<file path="src/rtl/pipe_stage_reg.sv">
// pipe_stage_reg: parametrised pipeline boundary register.
// Carries {valid, payload} through DEPTH slots in series, honouring the
// ctrl stall vector (hold / bubble / advance) and an exception flush.
// Optional feature macro: PIPE_STAGE_PERF_EN enables the saturating
// bubble counter. Without it bubble_cnt is tied to zero.

// One register slot of the chain. kill has priority over a load. With both
// low the slot holds its current contents.
module pipe_stage_slot #(
    parameter int DATA_W   = 110,
    parameter int ZERO_BUB = 1
) (
    input  logic              clk,
    input  logic              rst,
    input  logic              kill,
    input  logic              ld_en,
    input  logic              ld_valid,
    input  logic [DATA_W-1:0] ld_data,
    output logic              valid_q,
    output logic [DATA_W-1:0] data_q,
    output logic              valid_d
);
    logic [DATA_W-1:0] data_d;

    // Next-state select: kill, then load, otherwise hold.
    always_comb begin
        valid_d = valid_q;
        data_d  = data_q;
        if (kill) begin
            valid_d = 1'b0;
            data_d  = (ZERO_BUB != 0) ? '0 : data_q;
        end else if (ld_en) begin
            valid_d = ld_valid;
            data_d  = ld_data;
        end
    end

    // Slot state flops, cleared by the asynchronous reset.
    always_ff @(posedge clk or posedge rst) begin
        if (rst) begin
            valid_q <= 1'b0;
            data_q  <= '0;
        end else begin
            valid_q <= valid_d;
            data_q  <= data_d;
        end
    end
endmodule

module pipe_stage_reg #(
    parameter int DATA_W   = 110,
    parameter int DEPTH    = 1,
    parameter int STAGE    = 4,
    parameter int STALL_W  = 6,
    parameter int ZERO_BUB = 1
) (
    input  logic               clk,
    input  logic               rst,
    input  logic [STALL_W-1:0] stall,
    input  logic               flush,
    input  logic               in_valid,
    input  logic [DATA_W-1:0]  in_data,
    output logic               out_valid,
    output logic [DATA_W-1:0]  out_data,
    output logic [2:0]         occupancy,
    output logic [15:0]        bubble_cnt
);
    logic                           up_stall;
    logic                           dn_stall;
    logic                           hold;
    logic                           bubble;
    logic [DEPTH-1:0]               slot_kill;
    logic [DEPTH-1:0]               slot_ld_en;
    logic [DEPTH-1:0]               slot_ld_vld;
    logic [DEPTH-1:0][DATA_W-1:0]   slot_ld_data;
    logic [DEPTH-1:0]               slot_vld_q;
    logic [DEPTH-1:0][DATA_W-1:0]   slot_data_q;
    logic [DEPTH-1:0]               slot_vld_d;
    logic [2:0]                     occupancy_q;
    logic [2:0]                     occupancy_d;
    logic                           unused_stall;

    assign up_stall = stall[STAGE];

    // The last stage has no downstream stall bit; treat it as free.
    generate
        if (STAGE + 1 < STALL_W) begin : g_dn
            assign dn_stall = stall[STAGE+1];
        end else begin : g_no_dn
            assign dn_stall = 1'b0;
        end
    endgenerate

    // Only one or two stall bits matter here; the rest are deliberately ignored.
    assign unused_stall = ^stall;

    // Mode decode: flush beats every stall combination.
    always_comb begin
        hold   = 1'b0;
        bubble = 1'b0;
        if (!flush && up_stall) begin
            hold   = dn_stall;
            bubble = !dn_stall;
        end
    end

    // Per-slot control: slot 0 takes in_* (or a bubble), others shift from the previous slot.
    always_comb begin
        slot_kill    = '0;
        slot_ld_en   = '0;
        slot_ld_vld  = '0;
        slot_ld_data = '0;
        for (int i = 0; i < DEPTH; i++) begin
            slot_kill[i]  = flush || (bubble && (i == 0));
            slot_ld_en[i] = !hold;
            if (i == 0) begin
                slot_ld_vld[i]  = in_valid;
                slot_ld_data[i] = in_data;
            end else begin
                slot_ld_vld[i]  = slot_vld_q[i-1];
                slot_ld_data[i] = slot_data_q[i-1];
            end
        end
    end

    generate
        for (genvar g = 0; g < DEPTH; g++) begin : g_slot
            pipe_stage_slot #(
                .DATA_W   (DATA_W),
                .ZERO_BUB (ZERO_BUB)
            ) u_slot (
                .clk      (clk),
                .rst      (rst),
                .kill     (slot_kill[g]),
                .ld_en    (slot_ld_en[g]),
                .ld_valid (slot_ld_vld[g]),
                .ld_data  (slot_ld_data[g]),
                .valid_q  (slot_vld_q[g]),
                .data_q   (slot_data_q[g]),
                .valid_d  (slot_vld_d[g])
            );
        end
    endgenerate

    // Occupancy is counted from the next-state valids so it tracks the slots exactly.
    always_comb begin
        occupancy_d = '0;
        for (int i = 0; i < DEPTH; i++) begin
            occupancy_d = occupancy_d + 3'(slot_vld_d[i]);
        end
    end

    // Occupancy register.
    always_ff @(posedge clk or posedge rst) begin
        if (rst) occupancy_q <= '0;
        else     occupancy_q <= occupancy_d;
    end

    assign occupancy = occupancy_q;
    assign out_valid = slot_vld_q[DEPTH-1];
    assign out_data  = slot_data_q[DEPTH-1];

`ifdef PIPE_STAGE_PERF_EN
    logic [15:0] bubble_cnt_q;
    logic [15:0] bubble_cnt_d;

    // Saturating count of bubble edges; flush edges never count.
    always_comb begin
        bubble_cnt_d = bubble_cnt_q;
        if (bubble && (bubble_cnt_q != 16'hFFFF)) bubble_cnt_d = bubble_cnt_q + 16'd1;
    end

    // Counter register, cleared only by reset.
    always_ff @(posedge clk or posedge rst) begin
        if (rst) bubble_cnt_q <= '0;
        else     bubble_cnt_q <= bubble_cnt_d;
    end

    assign bubble_cnt = bubble_cnt_q;
`else
    assign bubble_cnt = 16'h0000;
`endif
endmodule

</file>
<file path="config.mk">
export PLATFORM = sky130hd
export DESIGN_NAME = pipe_stage_reg
export DESIGN_NICKNAME = d
export VERILOG_FILES = /design/src/rtl/pipe_stage_reg.sv
export SDC_FILE = /design/constraint.sdc
export NUM_CORES = 1
export LEC_CHECK = 0
export CORE_ASPECT_RATIO = 0.6
export CORE_MARGIN = 1.5
export CORE_UTILIZATION = 30
export DETAILED_ROUTE_END_ITERATION = 16
export PLACE_DENSITY = 0.66
export SKIP_CTS_REPAIR_TIMING = 1
export SLEW_MARGIN = 10
export SYNTH_ARGS = -nofsm -noshare
export SYNTH_HDL_FRONTEND = slang
export SYNTH_HIERARCHICAL = 1
export SYNTH_SLANG_ARGS = --single-unit
</file>
<file path="constraint.sdc">
create_clock -name clk -period 3.56 [get_ports clk]
set_input_delay 0.534 -clock clk [delete_from_list [all_inputs] [get_ports clk]]
set_output_delay 0.534 -clock clk [all_outputs]
set_load 0.05 [all_outputs]
</file>
; Yosys cells after proc, flatten, opt, wreduce, memory -nomap -nowiden
; Index checks and enable logic that the tools add are counted.
[totals]
register_bits = 111
latch_bits = 0
ram_bits = 0
rom_bits = 0
input_bits = 120
out_inout_bits = 130
elab_cells = 13
memories = 0
[op_classes]
add_sub_neg = 0
mul = 0
div = 0
n_lt_le_gt_ge = 0
eq_ne = 1
shifts = 0
mux = 6
bitwise_logic = 0
n_reduce_logical = 4
[op_table]
columns = op, n
row1 = $mux W110, 2
row2 = $mux W1, 4
row3 = $logic_not A1 Y1, 2
row4 = $ne A2 B1 Y1 const B, 1
row5 = $logic_and A1 B1 Y1, 1
row6 = $logic_or A1 B1 Y1, 1

; Longest topological paths before layout
; Gate-level depths: netlist of run 1.
[logic_depth]
ltp_word = 5
mapped_depth = 6
ltp_nobuf = 3

; Hierarchy
; The synthesis of run 1 kept the hierarchy.
[by_module_without_submodules]
columns = mod, n_inst, cells_per_inst, area_per_inst_um2, seq_area_each_um2
row1 = pipe_stage_slot, 1, 359, 4578.1, 2777.7
row2 = pipe_stage_reg, 1, 24, 186.4, 25.0

; Worst setup path before layout of run 1
; No wires, ideal clock.
[synth_timing]
path_type = input to register
startpoint = in flush
endpoint = reg g_slot[0].u_slot.valid_q
setup_time_ns = 0.137
arrival_time_ns = 1.295
required_ns = 3.423
slack_ns = 2.128
cell_stages = 6
path_buffers = 3
path_cell_list = nand3b_1 > buf_4 > buf_12 > buf_12 > mux2i_1 > nor2_1
[synth_between]
elab_chain_cells = 5
word_cells_on_any_way = 7
classes_between = 1 x eq/ne / 3 x mux / 3 x reduce/logical
[synth_rtl]
columns = element, line_no
row1 = from (decl), 60  ; input logic flush,
row2 = $logic_not A1 Y1, 101  ; if (!flush && up_stall) begin
row3 = $logic_and A1 B1 Y1, 101
row4 = $mux W1, 101
row5 = $logic_or A1 B1 Y1 *, 114  ; slot_kill[i] = flush || (bubble && (i == 0));
row6 = $mux W1 *, 29  ; if (kill) begin
row7 = named net slot_vld_d, 78  ; logic [DEPTH-1:0] slot_vld_d;
row8 = to (signal assigned), 44  ; valid_q <= valid_d;
row9 = to (decl), 19  ; output logic valid_q,
; The timed path passes the listed nets; every way through them passes the cells marked *.
; A chain may end at the register's enable or synchronous reset.

; Worst setup path in the final report of run 1
[layout_timing]
startpoint = reg g_slot[0].u_slot.data_q[37]
endpoint = out out_data[37]
[layout_lines]
columns = element, line_no
row1 = from (decl), 20  ; output logic [DATA_W-1:0] data_q,
row2 = from (signal assigned), 45  ; data_q <= data_d;
row3 = to (decl), 64  ; output logic [DATA_W-1:0] out_data,
; No word-level cell between the ends.

==> metrics.md, run 1 <==
| Metric | Value |
|---|---|
| Largest cells by area after synthesis | `dfrtp_1 (59%), mux2i_1 (23%), nor2_1 (8.7%), buf_12 (4.2%), buf_4 (3.3%)` |
| Crit-path cells | `clkdlybuf4s50_1` |
| Dpl hpwl | `8500 um` |
| Slew margin rel. | `54.8%` |
| Final slew viol count | `0` |
| Synth top area share | `58.8%` |
| Multiplexer area fraction after synthesis | `23.3%` |
| DR iter-0 viols | `173` |
| Antenna Cells | `0` |
| Leak pwr | `3.80 nW` |
| Sequential-to-total area share from yosys stat | `58.8%` |
| Num Clock Sinks | `112` |
| # DRC | `0` |
| FF-to-FF Start | `g_slot[0].u_slot/data_q[96]$_DFFE_PP0P_` |
| Commonest cells after routing, fill and taps aside | `clkdlybuf4s50_1 (227), dfrtp_1 (112), mux2i_1 (111), nor2_1 (111), conb_1 (18)` |
| Unrepaired setup endpoints after global routing | `false` |
| Drt pass-1 iters | `4` |
| Flop-to-flop setup slack | `2.81 ns` |
| Mapped Cells | `383` |
| Largest family of logic cells by synthesized area | `multiplexers` |
| Vias in the first global route | `3704` |
| Port bufs | `227` |
| CTS tree | `built` |
| CP endpoint kind | `primary output` |
| Final Cycle Share | `58.2%` |
| Initial core utilization | `30.9%` |
| Die X | `166 um` |
| Crit path max fanout | `2` |
| Final TNS setup | `0 ns` |
| Commonest non-fill, non-tap cell in the layout | `clkdlybuf4s50_1` |
| Minimum clock period | `2.07 ns` |
| WP data required | `3.03 ns` |
| Fmax | `483 MHz` |
| Dpl ws | `1.40 ns` |
| Reg2reg end | `g_slot[0].u_slot/data_q[96]$_DFFE_PP0P_` |
| Yosys warns | `6` |
| Mapped Area | `4760 um^2` |
| GRT overflow | `0` |
| Drt wl/cell | `14.6 um` |
| Slowest CP cell | `clkdlybuf4s50_1` |
| FF-to-FF path depth | `2` |
| Cell accounting for the most synthesized area | `dfrtp_1` |
| Signal arrival time at the worst endpoint | `1.54 ns` |
| Startpoint types | `flop` |
| Bufs on Longest Clock Path | `2` |
| RePlAce Congestion | `0.726` |
| Row count | `35` |
| TritonCTS Buffers | `9` |
| Final Worst Setup Slack | `1.49 ns` |
| Seq cells post-synth | `112` |
| Critical path depth | `1` |
| Worst setup path category | `flop to primary output` |
| Initial antenna violation count | `0` |
| Distinct cells, synth | `11` |
| Syn_area_per_cell | `12.4 um^2` |
| DRT antenna net count | `0` |
| Fraction of synthesized cell area in xor and xnor cells | `0%` |
| Clock Tree Root | `clkbuf_16` |
| Vias per cell | `4.25` |
| First-pass GRT wire length | `19200 um` |
| Slew @ Worst Pin | `0.678 ns` |
| CTS clock-pin slew for the worst setup and hold paths | `0.08 ns` |
| Crit. Startpoint | `g_slot[0].u_slot/data_q[37]$_DFFE_PP0P_` |
| Largest net degree at the start of global routing | `63` |
| DRT Wirelength | `11800 um` |
| Compound-gate portion of the synthesized area | `0.158%` |
| Count of final hold-check violations | `0` |
| I/O pin total | `250` |
| Crit path buffers/inverters | `1` |
| Die ar. | `16700 um^2` |
| Synth Area in Simple Gates | `8.90%` |
| Skew-Pair Late Insertion Delay | `0.33 ns` |
| Die Y | `101 um` |
| Status | `complete, no violations` |
| Final setup viols | `0` |
| Power Dens Cells | `420 nW/um^2` |
| GRT Util Overall | `14.4%` |
| Max VDD drop | `250 uV` |
| Share of layout cells above drive strength 1 | `3.15%` |
| Hold/Removal Path Class | `input pin to asynchronous set/reset pin` |
| Core footprint | `15400 um^2` |
| Max-Cap Viols | `0` |
| Adder-cell share of the synthesized area | `0%` |
| Crit-path leading delay family | `buffers and inverters` |
| Clock skew | `0.000128 ns` |
| NumNets Final | `719` |
| Synthesis-to-finish area growth | `53.4%` |
| Max stage delay on crit path | `0.84 ns` |
| H-tree Lvls | `3` |
| Vias | `3427` |
| # fillers | `1400` |
==> routing by layer <==
metal	global-route usage (%)	share of wire [%]	vias to the layer above
li1	-	-	1648
met1	18.7	45	1638
met2	22.1	44	133
met3	6.48	9.6	8
met4	3.33	0.87	0
met5	0	0	-
==> cells in the mapped netlist, drive strengths merged <==
| library cell | count |
|---|---|
| a21o | 1 |
| buf | 32 |
| clkbuf | 11 |
| conb | 1 |
| dfrtp | 112 |
| inv | 3 |
| mux2i | 111 |
| nand3b | 1 |
| nor2 | 111 |
==> sequential cells by signal, summed over array words and instances, names as in the netlist <==
register and count:
occupancy 1, g_slot.u_slot/data_q 110, g_slot.u_slot/valid_q 1
==> worst max-delay path by stage <==
stage	endpoint	slack, ns
2_1_floorplan	g_slot[0].u_slot/data_q[0]$_DFFE_PP0P_	0.1
6_report	out_data[37]	1.49
4_1_cts	out_data[101]	1.45
5_1_grt	out_data[64]	1.43
3_3_place_gp	g_slot[0].u_slot/data_q[18]$_DFFE_PP0P_	1.45
3_5_place_dp	g_slot[0].u_slot/data_q[60]$_DFFE_PP0P_	1.40
==> logic make-up (layout without fill, tap and decap cells) <==
logic type	Yosys count	in the layout
simple gates	112	112
flops	112	112
mux	111	111
compound gates	1	1
buf+inv	46	250
other cells	1	18
==> power breakdown <==
group          internal [W]  total [W]  leakage (nW)  switching, W
Clock              0.000478   0.000925         0.119      0.000448
Sequential          0.00134    0.00138          1.48     0.0000385
Combinational      0.000301   0.000767          2.20      0.000466
Total               0.00212    0.00307          3.80      0.000952
==> stage by stage <==
step                hold slack [ns]  util (%)  power (W)  cell area (um^2)  instances
global placement              0.500      45.7    0.00217              7040        791
CTS                           0.406      47.4    0.00313              7310        807
finish                        0.419      47.4    0.00307              7310        807
floorplan                     0.263         -    0.00189              4830        400
detailed placement            0.511      45.7    0.00218              7040        791
global route                  0.428      47.4    0.00322              7310        807
==> final cells by class <==
class / instances / area, um^2 / share of cell area (%)
Sequential cell: 112 / 2800 / 38.3
Timing Repair Buffer: 231 / 2350 / 32.2
Multi-Input combinational cell: 242 / 1620 / 22.1
Tap cell: 203 / 254 / 3.48
Clock buffer: 12 / 236 / 3.24
Clock inverter: 4 / 31.3 / 0.428
Inverter: 3 / 13.8 / 0.188
Note: power is estimated with default switching activity, not from simulation.
==> inputs of run 2 (changes only) <==
- clock period: 3.56 -> 1.7 ns (I/O delays scaled with it)
==> run 2 against run 1 <==
Net effect: critical path depth rose by 5; wire length rose by 2.2%; combinational power rose by 110%; register-to-register slack got worse by 1.8 ns; non-clock buffer count rose by 15; clock skew barely moved; clock power rose by 140%; worst setup slack got worse by 1.2 ns; sequential power rose by 110%; clock-buffer cell count fell by 1; critical path type is now input pin to flop; largest cell class unchanged; largest power group unchanged.
==> metrics.md, run 2 (synthesis results as in run 1) <==
| Metric | Value |
|---|---|
| Status | `complete, no violations` |
| Final Cycle Share | `83.9%` |
| Worst setup path end | `g_slot[0].u_slot/data_q[50]$_DFFE_PP0P_` |
| Die X | `166 um` |
| Non-Filler Instances | `822` |
| Worst setup path category | `input pin to flop` |
| Final setup viols | `0` |
| Final Worst Setup Slack | `0.274 ns` |
| TritonCTS Buffers | `9` |
| Port bufs | `227` |
| Core footprint | `15400 um^2` |
| CP endpoint kind | `flop` |
| NumNets Final | `734` |
| Commonest cells after routing, fill and taps aside | `buf_4 (122), clkdlybuf4s50_1 (115), dfrtp_1 (112)` |
| Largest net degree at the start of global routing | `58` |
| Vias per cell | `4.28` |
| Grt met2 use | `21.5%` |
| Clock skew | `0.000101 ns` |
| FF-to-FF path depth | `2` |
| Crit path max fanout | `24` |
| Final slew viol count | `0` |
| First-pass GRT wire length | `19300 um` |
| DRT antenna net count | `0` |
| Num Clock Sinks | `112` |
| Fmax | `701 MHz` |
| Initial core utilization | `30.9%` |
| Bufs on Longest Clock Path | `2` |
| Antenna Cells | `0` |
| I/O pin total | `250` |
| Drt wl/cell | `14.6 um` |
| Drt pass-1 iters | `4` |
| CTS tree | `built` |
| DR iter-0 viols | `83` |
| Flop-to-flop setup slack | `0.97 ns` |
| Count of final hold-check violations | `0` |
| # DRC | `0` |
| Most used routing layer | `met2` |
| Die Y | `101 um` |
| Vias in the first global route | `3655` |
| GRT overflow | `0` |
| Initial antenna violation count | `0` |
| Met3 Use GR | `5.38%` |
| Vias | `3516` |
| CTS clock-pin slew for the worst setup and hold paths | `0.07 ns` |
| Minimum clock period | `1.43 ns` |
| Crit. Startpoint | `flush` |
| Max-Cap Viols | `0` |
| Max reg flops | `110` |
| Hold/Removal Path Class | `input pin to asynchronous set/reset pin` |
| Dpl cells | `806` |
| M1 GR Usage | `19.8%` |
| Clock Tree Root | `clkbuf_16` |
| FF-to-FF Start | `g_slot[0].u_slot/data_q[51]$_DFFE_PP0P_` |
| RePlAce Congestion | `0.734` |
| Die ar. | `16700 um^2` |
| Register with the most flip-flops | `g_slot.u_slot/data_q` |
| DRT Wirelength | `12000 um` |
| Share of layout cells above drive strength 1 | `24.1%` |
| Hold_ws | `0.134 ns` |
| H-tree Lvls | `3` |
| Max VDD drop | `488 uV` |
| Row count | `35` |
| Leak pwr | `4.11 nW` |
| Power Dens Cells | `919 nW/um^2` |
| Unrepaired setup endpoints after global routing | `false` |
| Dpl ws | `-0.0680 ns` |
| Startpoint types | `input pin` |
| WP data required | `1.92 ns` |
| GRT Util Overall | `14.3%` |
| Reg2reg end | `g_slot[0].u_slot/data_q[51]$_DFFE_PP0P_` |
| Skew-Pair Late Insertion Delay | `0.33 ns` |
| Commonest non-fill, non-tap cell in the layout | `buf_4` |
| Synthesis-to-finish area growth | `52.2%` |
| Signal arrival time at the worst endpoint | `1.65 ns` |
| Dpl hpwl | `9030 um` |
==> run 2: changes by cell type in the layout (fill, tap and decap cells not counted) <==
cell	before	now
buf_12	4	9
buf_4	0	122
bufinv_16	0	1
clkbuf_1	3	0
clkbuf_8	0	2
clkdlybuf4s50_1	227	115
clkinv_4	1	2
clkinvlp_4	3	2
inv_4	1	0
inv_6	0	1
==> run 2: worst max-delay path, cell delays in order <==
cell	delay, ns
clkdlybuf4s50_1	0.48
nand3b_1	0.19
buf_4	0.19
buf_12	0.20
mux2i_1	0.23
nor2_1	0.05
==> run 2: metal layers <==
metal / vias to the layer above / wire length, um / share of wire, %
met4: 0 / 72 / 0.60
met5: - / 0 / 0
li1: 1683 / - / -
met2: 128 / 5280 / 44
met3: 9 / 981 / 8.2
met1: 1696 / 5690 / 47
==> run 2: worst min-delay path by stage <==
stage	cells after the start	slack (ns)	from	to
global placement	2	0.48	rst	occupancy[0]$_DFF_PP0_
floorplan	1	-0.02	rst	occupancy[0]$_DFF_PP0_
detailed placement	2	0.48	rst	occupancy[0]$_DFF_PP0_
finish	2	0.13	rst	occupancy[0]$_DFF_PP0_
global route	2	0.13	rst	occupancy[0]$_DFF_PP0_
CTS	2	0.11	rst	occupancy[0]$_DFF_PP0_
==> run 2: through the flow <==
stage / utilization (%) / TNS (ns) / area (um^2) / total power, W
2_1_floorplan: - / 0 / 4830 / 0.00395
3_5_place_dp: 45.0 / -2.13 / 6940 / 0.00455
4_1_cts: 47.1 / 0 / 7250 / 0.00681
5_1_grt: 47.1 / 0 / 7250 / 0.00700
3_3_place_gp: 45.0 / -0.136 / 6940 / 0.00452
6_report: 47.1 / 0 / 7250 / 0.00667
==> run 2: where the power goes <==
group | switching [W] | total [W] | internal, W
clock | 0.000942 | 0.00218 | 0.00123
sequential | 0.0000869 | 0.00290 | 0.00281
combinational | 0.000983 | 0.00159 | 0.000610
total | 0.00201 | 0.00667 | 0.00466
==> run 2: final cells by class <==
type	instances	area, um^2
Clock buffer	11	253
Clock inverter	5	63.8
Sequential cell	112	2800
Inverter	3	15.0
Tap cell	203	254
Multi-Input combinational cell	242	1620
Fill cell	1413	8160
Timing Repair Buffer	246	2250
==> inputs of run 3 (changes only) <==
- PLACE_DENSITY: 0.66 -> unset
- clock period: 1.7 -> 1.45 ns (I/O delays scaled with it)
==> run 3 against run 2 <==
Net effect: hold slack got worse by 0.039 ns; highest routed layer unchanged; first-iteration DRC count grew 27%; register-to-register slack got worse by 0.30 ns; die area is the same; combinational power up 47%; clock skew about the same; total power is 21% higher; cell count up 0.97%; cell area up 19%; core utilization is 9.0 points higher; clock-buffer cell count down 1.
==> metrics.md, run 3 (synthesis results as in run 1) <==
| Metric | Value |
|---|---|
| Initial antenna violation count | `0` |
| Final core utilization | `56.1%` |
| H-tree Lvls | `3` |
| Die X | `166 um` |
| Commonest non-fill, non-tap cell in the layout | `buf_12` |
| WP data required | `1.67 ns` |
| Commonest cells after routing, fill and taps aside | `buf_12 (119), clkdlybuf4s50_1 (115), dfrtp_1 (112)` |
| GRT Util Overall | `16.3%` |
| Antenna Cells | `0` |
| Max VDD drop | `602 uV` |
| Core footprint | `15400 um^2` |
| First-pass GRT wire length | `21300 um` |
| Vias | `3621` |
| RePlAce Congestion | `0.755` |
| Die Y | `101 um` |
| Crit path buffers/inverters | `3` |
| Skew-Pair Late Insertion Delay | `0.34 ns` |
| Bufs on Longest Clock Path | `2` |
| Fmax | `754 MHz` |
| Largest net degree at the start of global routing | `45` |
| Max stage delay on crit path | `0.48 ns` |
| Most used cell, CP | `buf_12` |
| Num Clock Sinks | `112` |
| Drt pass-1 iters | `4` |
| Clock skew | `0.0000412 ns` |
| Non-Filler Instances | `830` |
| Count of final hold-check violations | `0` |
| Synthesis-to-finish area growth | `81.4%` |
| Hold/Removal Path Class | `input pin to asynchronous set/reset pin` |
| Startpoint types | `input pin` |
| Row count | `35` |
| Crit-path leading delay family | `buffers and inverters` |
| Die ar. | `16700 um^2` |
| Port bufs | `227` |
| CTS tree | `built` |
| Area of the multi-input gates | `1620 um^2` |
| CTS clock-pin slew for the worst setup and hold paths | `0.07 ns` |
| Status | `complete, no violations` |
| Final setup viols | `0` |
| DRT antenna net count | `0` |
| Dpl hpwl | `10300 um` |
| NumNets Final | `743` |
| Vias in the first global route | `3835` |
| Final TNS setup | `0 ns` |
| Signal arrival time at the worst endpoint | `1.55 ns` |
| Max reg flops | `110` |
| Worst setup path category | `input pin to flop` |
| Leak pwr | `4.48 nW` |
| TritonCTS Buffers | `9` |
| Storage cell area | `2800 um^2` |
| I/O pin total | `250` |
| Unrepaired setup endpoints after global routing | `false` |
| Drt wl/cell | `15.9 um` |
| Slowest CP cell | `clkdlybuf4s50_1` |
| Vias per cell | `4.36` |
| DRT Wirelength | `13200 um` |
| Crit path max fanout | `22` |
| CP endpoint kind | `flop` |
| Register with the most flip-flops | `g_slot.u_slot/data_q` |
| Area after DPL | `8380 um^2` |
| Dpl ws | `-0.254 ns` |
| # fillers | `1271` |
| Max-Cap Viols | `0` |
| Final instance area | `8640 um^2` |
| Final Cycle Share | `91.5%` |
| Final slew viol count | `0` |
| Final Worst Setup Slack | `0.124 ns` |
| Minimum clock period | `1.33 ns` |
| DR iter-0 viols | `105` |
| Power Dens Cells | `935 nW/um^2` |
| Dpl cells | `815` |
| Crit-path cells | `clkdlybuf4s50_1 -> nand3b_1 -> buf_12 -> buf_12 -> mux2i_1 -> nor2_1` |
| GRT overflow | `0` |
| Clock Tree Root | `clkbuf_16` |
| Share of layout cells above drive strength 1 | `24.9%` |
| # DRC | `0` |
| Initial core utilization | `30.9%` |
## run 3: cell types whose count changed in the layout (fill, tap and decap cells not counted)
cell	previous run	this run
buf_12	9	119
buf_4	122	21
clkinvlp_4	2	5
clkbuf_8	2	0
clkinv_4	2	0
bufinv_16	1	0
clkbuf_1	0	1
clkinv_2	0	1
inv_6	1	0
## run 3: area by class of cell
class | instances | area share [%]
well taps | 203 | 2.94
clock buffers | 10 | 2.65
inverters | 3 | 0.174
flip-flops and latches | 112 | 32.4
multi-input cells | 242 | 18.7
repair buffers | 255 | 42.7
clock inverters | 5 | 0.405
## run 3: through the flow
stage	power [W]	hold WS [ns]
floorplan	0.00463	-0.0538
global placement	0.00586	0.453
detailed placement	0.00590	0.452
CTS	0.00822	0.0885
global route	0.00844	0.106
finish	0.00809	0.0953
## run 3: per-layer routing
layer	share of wire, %	track usage, %
met1	44	21.3
met2	44	24.6
met3	11	7.77
met4	0.80	3.19
met5	0	0
## run 3: worst reg2reg max path, delay by kind of cell, from the launching register on
| family | cells | cell delay, ns |
|---|---|---|
| DFF | 1 | 0.42 |
| muxes | 1 | 0.19 |
| and+or+nand+nor | 1 | 0.06 |
## run 3: report_power, final
group	total, W	internal (W)	switching, W
clock network	0.00227	0.00116	0.00111
logic	0.00233	0.00116	0.00117
registers	0.00349	0.00330	0.000195
total	0.00809	0.00561	0.00248
## run 3: worst paths after layout
kind                                                         start                                      end  slack, ns  cells past startpoint
setup / recovery                                             flush  g_slot[0].u_slot/data_q[66]$_DFFE_PP0P_       0.12                      6
hold / removal                                                 rst                   occupancy[0]$_DFF_PP0_        0.1                      2
max in group asynchronous                                      rst   g_slot[0].u_slot/data_q[6]$_DFFE_PP0P_       0.83                      3
min in group clk                                       in_data[38]  g_slot[0].u_slot/data_q[38]$_DFFE_PP0P_       0.48                      3
hold reg to reg            g_slot[0].u_slot/data_q[19]$_DFFE_PP0P_  g_slot[0].u_slot/data_q[19]$_DFFE_PP0P_       0.59                      2
setup reg to reg            g_slot[0].u_slot/data_q[5]$_DFFE_PP0P_   g_slot[0].u_slot/data_q[5]$_DFFE_PP0P_       0.67                      2
